## src/rtl/nibble_serializer_pkg.sv

```systemverilog
// Shared definitions for the nibble serializer: state encoding and frame constants.
package nibble_serializer_pkg;

    localparam int NIBBLE_W   = 4;
    localparam int FRAME_BITS = 6;   // start + 4 data + stop
    localparam int CNT_W      = 16;  // wide enough for CLKS_PER_BIT up to 65535

    typedef enum logic [1:0] {
        ST_IDLE  = 2'd0,
        ST_START = 2'd1,
        ST_DATA  = 2'd2,
        ST_STOP  = 2'd3
    } state_t;

endpackage

```

## src/rtl/nibble_serializer_bit_timer.sv

```systemverilog
// Bit-period timer: counts 0..CLKS_PER_BIT-1 and strobes tick on the last count.
module bit_timer
    import nibble_serializer_pkg::*;
#(
    parameter int CLKS_PER_BIT = 4
) (
    input  logic clk,
    input  logic reset,
    input  logic clear,
    output logic tick
);

    localparam logic [CNT_W-1:0] LAST_CNT = CNT_W'(CLKS_PER_BIT - 1);

    logic [CNT_W-1:0] cnt_q;
    logic [CNT_W-1:0] cnt_d;

    // With CLKS_PER_BIT=1 the counter sits at zero and tick is permanently high.
    assign tick = (cnt_q == LAST_CNT);

    // Next count: hold at zero while cleared, wrap after the last count of a bit.
    always_comb begin
        cnt_d = cnt_q + 1'b1;
        if (clear || tick) begin
            cnt_d = '0;
        end
    end

    // Counter register.
    always_ff @(posedge clk or negedge reset) begin
        if (!reset) begin
            cnt_q <= '0;
        end else begin
            cnt_q <= cnt_d;
        end
    end

endmodule

```

## src/rtl/nibble_serializer.sv

```systemverilog
// Nibble serializer: sends a 4-bit value as start(0), data MSB first, stop(1).
//
//   state    | meaning
//   ---------+-----------------------------------------------------
//   ST_IDLE  | line high, ready for a load
//   ST_START | start bit (sdo=0) for one bit period
//   ST_DATA  | shift_q[3] on sdo, four bit periods, idx_q 3 -> 0
//   ST_STOP  | stop bit (sdo=1) for one bit period, then done pulse
module nibble_serializer
    import nibble_serializer_pkg::*;
#(
    parameter int CLKS_PER_BIT = 4
) (
    input  logic                clk,
    input  logic                reset,
    input  logic [NIBBLE_W-1:0] data,
    input  logic                load,
    output logic                ready,
    output logic                busy,
    output logic                sdo,
    output logic                done
);

    state_t              state_q;
    state_t              state_d;
    logic [NIBBLE_W-1:0] shift_q;
    logic [NIBBLE_W-1:0] shift_d;
    logic [1:0]          idx_q;
    logic [1:0]          idx_d;
    logic                done_q;
    logic                done_d;
    logic                tick;
    logic                timer_clear;

    // Timer is held at zero in idle so the start bit gets a full period from accept.
    assign timer_clear = (state_q == ST_IDLE);

    bit_timer #(
        .CLKS_PER_BIT (CLKS_PER_BIT)
    ) u_bit_timer (
        .clk   (clk),
        .reset (reset),
        .clear (timer_clear),
        .tick  (tick)
    );

    // Next-state, datapath updates and state-decoded outputs.
    always_comb begin
        state_d = state_q;
        shift_d = shift_q;
        idx_d   = idx_q;
        done_d  = 1'b0;
        ready   = 1'b0;
        busy    = 1'b1;
        sdo     = 1'b1;
        done    = done_q;

        case (state_q)
            ST_IDLE: begin
                ready = 1'b1;
                busy  = 1'b0;
                if (load) begin
                    state_d = ST_START;
                    shift_d = data;
                    idx_d   = 2'd3;
                end
            end
            ST_START: begin
                sdo = 1'b0;
                if (tick) begin
                    state_d = ST_DATA;
                end
            end
            ST_DATA: begin
                sdo = shift_q[NIBBLE_W-1];
                if (tick) begin
                    shift_d = {shift_q[NIBBLE_W-2:0], 1'b0};
                    if (idx_q == 2'd0) begin
                        state_d = ST_STOP;
                    end else begin
                        idx_d = idx_q - 2'd1;
                    end
                end
            end
            ST_STOP: begin
                if (tick) begin
                    state_d = ST_IDLE;
                    done_d  = 1'b1;
                end
            end
            default: begin
                state_d = ST_IDLE;
            end
        endcase
    end

    // State and datapath registers; reset aborts any frame without a done pulse.
    always_ff @(posedge clk or negedge reset) begin
        if (!reset) begin
            state_q <= ST_IDLE;
            shift_q <= '0;
            idx_q   <= '0;
            done_q  <= 1'b0;
        end else begin
            state_q <= state_d;
            shift_q <= shift_d;
            idx_q   <= idx_d;
            done_q  <= done_d;
        end
    end

endmodule

```

## config.mk

```make
export PLATFORM = sky130hd
export DESIGN_NAME = nibble_serializer
export DESIGN_NICKNAME = d
export VERILOG_FILES = /design/src/rtl/nibble_serializer_pkg.sv /design/src/rtl/nibble_serializer_bit_timer.sv /design/src/rtl/nibble_serializer.sv
export SDC_FILE = /design/constraint.sdc
export NUM_CORES = 1
export LEC_CHECK = 0
export BUFFER_PORTS_ARGS = -buffer_cell sky130_fd_sc_hd__buf_2
export CORE_MARGIN = 8
export CORE_UTILIZATION = 55
export CTS_BUF_LIST = sky130_fd_sc_hd__clkbuf_2 sky130_fd_sc_hd__clkbuf_4 sky130_fd_sc_hd__clkbuf_8
export DETAILED_ROUTE_END_ITERATION = 16
export GPL_ROUTABILITY_DRIVEN = 1
export GPL_TIMING_DRIVEN = 0
export PLACE_DENSITY = 0.74
export SYNTH_ARGS = -nofsm -noshare
export SYNTH_HDL_FRONTEND = slang
export SYNTH_SLANG_ARGS = --single-unit
```

## constraint.sdc

```tcl
create_clock -name clk -period 1.53 [get_ports clk]
set_input_delay 0.306 -clock clk [delete_from_list [all_inputs] [get_ports clk]]
set_output_delay 0.306 -clock clk [all_outputs]
set_load 0.02 [all_outputs]
```

## Yosys cells after proc, flatten, opt, wreduce, memory -nomap -nowiden

Index checks and enable logic that the tools add are counted.

| word-level totals | value |
|---|---|
| register bits after elaboration | 25 |
| input bits | 7 |
| output and inout port bits | 4 |
| word-level logic and storage cells | 43 |

| cells by class | value |
|---|---|
| $add $sub $neg | 2 |
| equality and inequality tests | 10 |
| mux-type cells | 19 |
| reductions and logical operators | 7 |

Operator list:

| operator | count |
|---|---|
| $add 16x1->16 const B | 1 |
| $eq 16x2->1 const B | 1 |
| $mux 16 | 1 |
| $mux 2 | 8 |
| $mux 4 | 2 |
| $pmux 2 s4 | 1 |
| $pmux 4 s2 | 1 |
| $ne 2x1->1 const B | 3 |
| $ne 2x2->1 const B | 3 |
| $reduce_and 5->1 | 1 |
| $eq 2x2->1 const B | 2 |
| $logic_not 2->1 | 2 |
| $mux 1 | 4 |
| $pmux 2 s2 | 1 |
| $reduce_and 4->1 | 1 |
| $reduce_and 3->1 | 1 |
| $eq 2x1->1 const B | 1 |
| $pmux 1 s2 | 1 |
| $reduce_bool 2->1 | 1 |
| $sub 2x1->2 const B | 1 |
| $logic_or 1x1->1 | 1 |

## Depth between registers and ports, before layout

Gate-level depths: netlist (run 1).

| logic depth | value |
|---|---|
| depth in word-level cells | 4 |
| depth in mapped cells | 7 |
| depth with buffers taken out | 7 |

## Modules after synthesis

From an unflattened synthesis (run 1), not the netlist that was laid out.

| second synthesis, totals | value |
|---|---|
| cell total of the unflattened synthesis | 132 |
| area total of the unflattened synthesis | 1368.8 µm² |

By module, submodules not included:

| module | times used | cells each | area each (µm²) | seq. area each (µm²) |
|---|---|---|---|---|
| bit_timer | 1 | 82 | 798.3 | 400.4 |
| nibble_serializer | 1 | 50 | 570.5 | 225.2 |

## Least setup slack after synthesis (run 1)

Ideal clock, no wire load.

| path | value |
|---|---|
| path kind | flip-flop to flip-flop |
| from | register state_q[0] |
| to | register shift_q[1] |
| library setup time | 0.126 ns |
| data arrival time | 1.733 ns |
| required time | 1.404 ns |
| path slack | -0.329 ns |
| stages on the path, launching flop included | 6 |
| path buffers | 0 |
| clock period less this slack | 1.859 ns |
| cells stage by stage | dfrtp_1 inv_1 ha_1 mux2i_1 nor2_1 a221o_1 |

| on the way | value |
|---|---|
| word-level cells in the longest chain between the ends | 3 |
| elaborated cells between the ends (all ways) | 7 |
| those cells by class | eq/ne: 3; mux: 1; reduce/logical: 3 |

RTL lines:

| item | RTL line | source |
|---|---|---|
| from (decl) | nibble_serializer.sv:24 | `state_t state_q;` |
| from (signal assigned) | nibble_serializer.sv:105 | `state_q <= state_d;` |
| $eq 2x2->1 / $logic_not 2->1 (equally long branches) | nibble_serializer.sv:58 | `case (state_q)` |
| $ne 2x1->1 (no line) (tied with other cells) | -- |  |
| $reduce_and 3->1 (no line) | -- |  |
| to (signal assigned) | nibble_serializer.sv:106 | `shift_q <= shift_d;` |
| to (decl) | nibble_serializer.sv:26 | `logic [NIBBLE_W-1:0] shift_q;` |

Parallel ways exist; a longest one is shown, timed or not.
A chain may end at the register's enable or synchronous reset.

## Worst setup path after layout (run 1)

| path | value |
|---|---|
| from | register state_q[0] |
| to | register state_q[1] |

| on the way | value |
|---|---|
| word-level cells in the longest chain between the ends | 3 |
| elaborated cells between the ends (all ways) | 11 |
| those cells by class | eq/ne: 8; mux: 1; reduce/logical: 2 |

RTL lines:

| item | RTL line |
|---|---|
| $eq 2x1->1 (tied with other cells) | nibble_serializer.sv:58 |
| $ne 2x1->1 (no line) / $ne 2x2->1 (equally long branches) | -- |
| $reduce_and 5->1 (no line) | -- |

Parallel ways exist; a longest one is shown, timed or not.

==> results of run 1 <==
==> worst max-delay path: stages, from the launching register on <==
cell      delay, ps
dfrtp_1         420
inv_2            90
ha_4            140
buf_4           130
inv_2            80
o22ai_2         230
o21bai_4        180
mux2_4          320
==> path summary, 6_finish.rpt <==
| path | end | slack [ps] | cells past startpoint | startpoint |
|---|---|---|---|---|
| max | state_q[1]$_DFFE_PN0P_ | -180 | 7 | state_q[0]$_DFFE_PN0P_ |
| min | shift_q[0]$_DFFE_PN0P_ | 190 | 2 | data[0] |
| max reg2reg | state_q[1]$_DFFE_PN0P_ | -180 | 7 | state_q[0]$_DFFE_PN0P_ |
| min reg2reg | u_bit_timer.cnt_q[0]$_DFF_PN0_ | 490 | 1 | u_bit_timer.cnt_q[0]$_DFF_PN0_ |
| max in group asynchronous | state_q[1]$_DFFE_PN0P_ | 650 | 2 | reset |
| min in group asynchronous | u_bit_timer.cnt_q[9]$_DFF_PN0_ | 490 | 2 | reset |
==> report_power, final <==
part           leakage, nW  switching (mW)  internal, mW  total (mW)
logic                0.571            1.06          1.16        2.23
registers            0.319           0.139         0.809       0.948
clock network       0.0139           0.213        0.0999       0.312
total                0.904            1.42          2.07        3.49
==> cells in the final DEF, fill, tap and decap left out, drive strengths merged, types with 4 or more instances in the layout <==
| master | netlist | final |
|---|---|---|
| xor2 | 6 | 6 |
| nor2 | 25 | 25 |
| inv | 8 | 8 |
| o21ai | 4 | 4 |
| nand2 | 10 | 10 |
| nor3 | 5 | 5 |
| buf | 1 | 44 |
| dfrtp | 25 | 25 |
| ha | 7 | 7 |
| clkbuf | 1 | 4 |
| nand3 | 7 | 7 |
| nor4 | 6 | 6 |
| xnor2 | 8 | 8 |
==> timing repair <==
action,CTS,global route
hold buffers,1,0
hold endpoints to repair,25,0
setup endpoints to repair,23,23
gates cloned,0,1
pin swaps,14,4
gates resized for setup,37,14
setup buffers,26,6
==> layout make-up <==
cell class | count | area (um2)
Tap cell | 30 | 37.5
Timing Repair Buffer | 44 | 357
Inverter | 8 | 32.5
Buffer | 2 | 25.0
Clock buffer | 3 | 22.5
Sequential cell | 25 | 629
Clock inverter | 1 | 7.51
Fill cell | 128 | 440
Multi-Input combinational cell | 101 | 858
==> registers in the layout (all words and copies together) (netlist names) <==
name               flops
done                   1
u_bit_timer.cnt_q     16
state_q                2
idx_q                  2
shift_q                4
==> logic make-up (layout without fill, tap and decap cells) <==
kind of cell             count (synthesis)  count (layout)  synth area share, %
AO/OA/AOI/OAI                           15              15                 8.23
XOR/XNOR                                14              14                 8.97
adder cells (fa/ha/maj)                  7               7                 6.40
buffers and inverters                   10              58                 2.84
flip-flops                              25              25                 45.7
multiplexers                             4               4                 3.29
AND/OR/NAND/NOR                         61              61                 24.5
==> per-layer routing <==
| layer | vias up | GRT usage (%) | part of all wire (%) | wire length [um] |
|---|---|---|---|---|
| met1 | 588 | 19.1 | 43 | 1470 |
| met4 | 0 | 7.90 | 2.2 | 76 |
| li1 | 564 | - | - | - |
| met3 | 6 | 2.37 | 2.7 | 91 |
| met5 | - | 0 | 0 | 0 |
| met2 | 26 | 25.5 | 52 | 1790 |
==> per-stage QoR <==
stage               hold WS, ps  TNS (ps)  power (mW)  setup WS [ps]
floorplan                  10.4     -86.4        1.92          -51.4
CTS                         183      -732        3.17           -165
global route                192     -4280        3.68           -222
finish                      192     -2910        3.49           -178
global placement            324     -2630        2.15           -190
detailed placement          325     -3390        2.23           -233
==> flow_summary.json, run 1 <==
{
  "ant_nets": 0,
  "critPathLaunchType": "flop",
  "power_leakage_nw": 0.904,
  "clk_pin_slew_ps": 150,
  "drv_cap": 0,
  "grt_first_pass_wirelength_mm": 5.38,
  "die_area_mm2": 0.00434,
  "critPathMaxFanout": 6,
  "io_buffers": 10,
  "synthTopCellsByCount": "dfrtp_1, nor2_1, nand2_1",
  "grt_pass1_vias": 1185,
  "globalplace.congestion": 0.784,
  "hold_viol": 0,
  "postLayoutCoreUtil_pct": 81.7,
  "num_rows": 18,
  "tightest_slew_ps": 557,
  "failed_checks": "setup timing",
  "hold_class": "input port to flop",
  "ir_worst_vdd_mv": 1.68,
  "ios": 11,
  "stdcell_count": 214,
  "fp.dieH_um": 65.9,
  "dp.cells": 176,
  "grt_overflow_total": 0,
  "synth_area_leader_cell": "dfrtp_1",
  "synth_area_leaders": "dfrtp_1, nor2_1, ha_1, xnor2_1, xor2_1",
  "end_kind": "flop",
  "yosysUniqueCellTypes": 35,
  "yosysTopAreaCellShare_pct": 45.7,
  "viasPerCell": 5.53,
  "drcViolationCount": 0,
  "core_mm2": 0.00241,
  "clock.fmax_mhz": 585,
  "synth_warnings": 0,
  "syn-instance-count": 136,
  "grt_setup_unrepaired": "yes",
  "ys_seq_elements": 25,
  "die_x_um": 65.9,
  "setup_ws_ps": -178,
  "h-tree-depth": 1,
  "period_needed_ps": 1710,
  "slew_viol_final": 0,
  "drt-total-wl_mm": 3.43,
  "dp_hpwl_mm": 1.96,
  "dr.pass1.iters": 4,
  "synth_fp_nets": 150,
  "synth_area_per_cell_um2": 10.1,
  "grtUsageTotal_pct": 15.5,
  "power_density_mw_per_mm2": 1770,
  "antenna_found_initial": 0,
  "clock_sinks": 25,
  "cts_buffer_depth": 2,
  "cts_tree": "yes",
  "area_growth_pct": 44.0,
  "required_ps": 1750,
  "syn_area_mm2": 0.00137,
  "drive_above_1_share_pct": 45.1,
  "cts_root_buf": "clkbuf_4",
  "placed_cell_area_mm2": 0.00149,
  "crit_arrival_ps": 1930,
  "final_area_mm2": 0.00197,
  "final-setup-viol-count": 26,
  "seq_area_frac_synth_pct": 45.7,
  "synth_enable_flop_cells": 0,
  "initial_core_util_pct": 56.7,
  "yosysMostFrequentCell": "dfrtp_1",
  "drt_iter0_drc": 96,
  "crit_type": "flop to flop",
  "vias": 1184,
  "ys_async_sr_fraction_pct": 100,
  "grt_start_max_net_pins": 26,
  "finalCritPeriodShare_pct": 112,
  "clk_latency_ps": 320,
  "numCtsBuffers": 3,
  "wl_per_cell_um": 16.0,
  "antennaDiodeCount": 0,
  "num-nets-final": 199,
  "status": "complete, but fails checks",
  "finalClockSkew_ps": 5.79,
  "synth_ff_type": "dfrtp_1",
  "slew_headroom_pct": 62.9
}
(Power assumes the default switching activity.)
==> run 2: changes to the inputs <==
--- a/config.mk
+++ b/config.mk
@@ -15,2 +15,3 @@
 export PLACE_DENSITY = 0.74
+export SKIP_CTS_REPAIR_TIMING = 1
 export SYNTH_ARGS = -nofsm -noshare
--- a/constraint.sdc
+++ b/constraint.sdc
@@ -3,2 +3,2 @@
 set_output_delay 0.306 -clock clk [all_outputs]
-set_load 0.02 [all_outputs]
+set_load 0.05 [all_outputs]
==> run 2 against run 1 <==
The run ends with hold timing, setup timing left. Critical path depth decreased by 1. Global-route usage fell by 1.8 points. Setup slack got worse by 60 ps. Sequential power grew 1%. First-iteration DRC count down 20%. Maximum frequency is 3.4% lower. Flip-flop and latch count unchanged. Clock power grew 5%. Sequential share of layout area is 0.28 points higher. Routed wire length grew 12%. Non-clock buffer count is 1 lower. Final cell count shrank 0.47%. Critical endpoint is now sdo. Largest cell class unchanged.
==> flow_summary.json, run 2 (synthesis gave the netlist of run 1 again) <==
{
  "internal_power_mw": 2.08,
  "grt_overflow_total": 0,
  "grt_pass1_vias": 1065,
  "ios": 11,
  "ir_worst_vdd_mv": 2.21,
  "wl_per_cell_um": 18.1,
  "grt_setup_unrepaired": "yes",
  "regArea_um2": 638,
  "vias": 1254,
  "largest-register": "u_bit_timer.cnt_q",
  "mostFrequentLayoutCells": "buf_4, nor2_1, dfrtp_1",
  "cts_tree": "yes",
  "dp_hpwl_mm": 1.97,
  "tightest_slew_ps": 567,
  "hold_class": "input port to asynchronous set/reset pin",
  "dr.pass1.iters": 4,
  "end_kind": "output pin",
  "grt_start_max_net_pins": 26,
  "num-nets-final": 198,
  "slowest_stage": "dfrtp_1",
  "cts_root_buf": "clkbuf_4",
  "p_clk_share_pct": 9.0,
  "drive_above_1_share_pct": 50.3,
  "die_area_mm2": 0.00434,
  "drt_iter0_drc": 77,
  "clk_pin_slew_ps": 140,
  "combPwrFrac_pct": 64.9,
  "h-tree-depth": 1,
  "drt-total-wl_mm": 3.85,
  "slew_viol_final": 0,
  "clk_latency_ps": 330,
  "critPathLaunchType": "flop",
  "grt_first_pass_wirelength_mm": 4.71,
  "cts_buffer_depth": 2,
  "period_needed_ps": 1770,
  "required_ps": 1220,
  "layout_commonest_cell": "buf_4",
  "stdcell_count": 213,
  "hold_viol": 25,
  "clock.fmax_mhz": 565,
  "largest_register_ffs": 16,
  "crit_arrival_ps": 1460,
  "power_density_mw_per_mm2": 1850,
  "status": "complete, but fails checks",
  "core_mm2": 0.00241,
  "viasPerCell": 5.89,
  "dp.cells": 176,
  "slew_headroom_pct": 62.2,
  "clock_sinks": 25,
  "drcViolationCount": 0,
  "critPathMaxFanout": 4,
  "sw_frac_of_total_pct": 43.3,
  "initial_core_util_pct": 56.7,
  "ant_nets": 0,
  "die_x_um": 65.9,
  "slowest_delay_ps": 430,
  "fp.dieH_um": 65.9,
  "finalClockSkew_ps": 8.24,
  "seq_power_share_pct": 26.2,
  "globalplace.congestion": 0.838,
  "power_mw": 3.66,
  "finalCritPeriodShare_pct": 116,
  "fillers": 134,
  "crit_chain": "inv_2, ha_4, buf_8, nand2_4, o21ai_2, buf_6",
  "area_growth_pct": 44.7,
  "postLayoutCoreUtil_pct": 82.1,
  "setup_ws_ps": -238,
  "numCtsBuffers": 3,
  "crit_type": "flop to output pin",
  "pre_cts_ws_ps": -388,
  "final-setup-viol-count": 27,
  "antennaDiodeCount": 0,
  "hold_slack_ps": -56.9,
  "multi_input_comb_area_um2": 871,
  "top_regs": "u_bit_timer.cnt_q: 16 flops, shift_q: 4 flops",
  "antenna_found_initial": 0,
  "drv_cap": 0,
  "power_leakage_nw": 0.872,
  "grtUsageTotal_pct": 13.7,
  "p_sw_mw": 1.59,
  "num_rows": 18,
  "io_buffers": 10,
  "failed_checks": "hold timing, setup timing"
}
run 2: cell count changes in the layout (fill, tap and decap cells not counted), moves of 2 or more:
| cell | before | now |
|---|---|---|
| buf_4 | 25 | 27 |
| nor2_1 | 22 | 19 |
| nor3_1 | 4 | 2 |
| dfrtp_2 | 3 | 10 |
| nor3_2 | 0 | 2 |
| nor2_2 | 2 | 5 |
| buf_6 | 12 | 9 |
| dfrtp_1 | 22 | 15 |
| buf_8 | 0 | 2 |
run 2: through the flow:
step	TNS (ps)	instance area, um2
4_1_cts	-6180	1510
2_1_floorplan	-2490	1390
3_5_place_dp	-4990	1480
3_3_place_gp	-4070	1480
5_1_grt	-4930	1980
6_report	-3470	1980
run 2: cell type report:
cell class                 count  area share, %
buffer                         2           1.33
inverter                       8           1.71
multi-input combinational    101           44.0
clock buffer                   4           1.52
tap                           30           1.90
timing repair buffer          43           17.3
sequential                    25           32.2
run 2: worst max-delay path: cells and delay by family, from the launching register on:
family / cells / cell delay [ps]
AND/OR/NAND/NOR: 1 / 50
AO/OA/AOI/OAI: 1 / 60
flip-flops: 1 / 430
buffers and inverters: 3 / 410
adder cells (fa/ha/maj): 1 / 180
run 2: worst paths after layout:
kind / startpoint / endpoint / slack, ps / depth (start not counted)
setup / recovery: state_q[0]$_DFFE_PN0P_ / sdo / -240 / 6
hold / removal: reset / u_bit_timer.cnt_q[7]$_DFF_PN0_ / -60 / 1
setup reg to reg: u_bit_timer.cnt_q[7]$_DFF_PN0_ / u_bit_timer.cnt_q[10]$_DFF_PN0_ / -170 / 6
hold reg to reg: u_bit_timer.cnt_q[0]$_DFF_PN0_ / u_bit_timer.cnt_q[0]$_DFF_PN0_ / 500 / 1
max in group asynchronous: reset / u_bit_timer.cnt_q[11]$_DFF_PN0_ / 1170 / 1
min in group clk: data[0] / shift_q[0]$_DFFE_PN0P_ / 190 / 2
run 2: power by group through the flow:
stage,registers (mW),clock network (mW),logic [mW]
after CTS,0.922,0.330,1.36
after detailed placement,0.936,0,1.35
after global placement,0.925,0,1.32
after floorplan,0.917,0,1.10
final,0.958,0.329,2.38
after global routing,0.972,0.353,2.54
run 2: routing by layer:
metal | GRT usage [%] | share of wire, % | vias to the layer above
li1 | - | - | 573
met1 | 16.2 | 42 | 630
met2 | 23.5 | 51 | 38
met3 | 2.37 | 3.7 | 13
met4 | 6.54 | 3.1 | 0
met5 | 0 | 0 | -
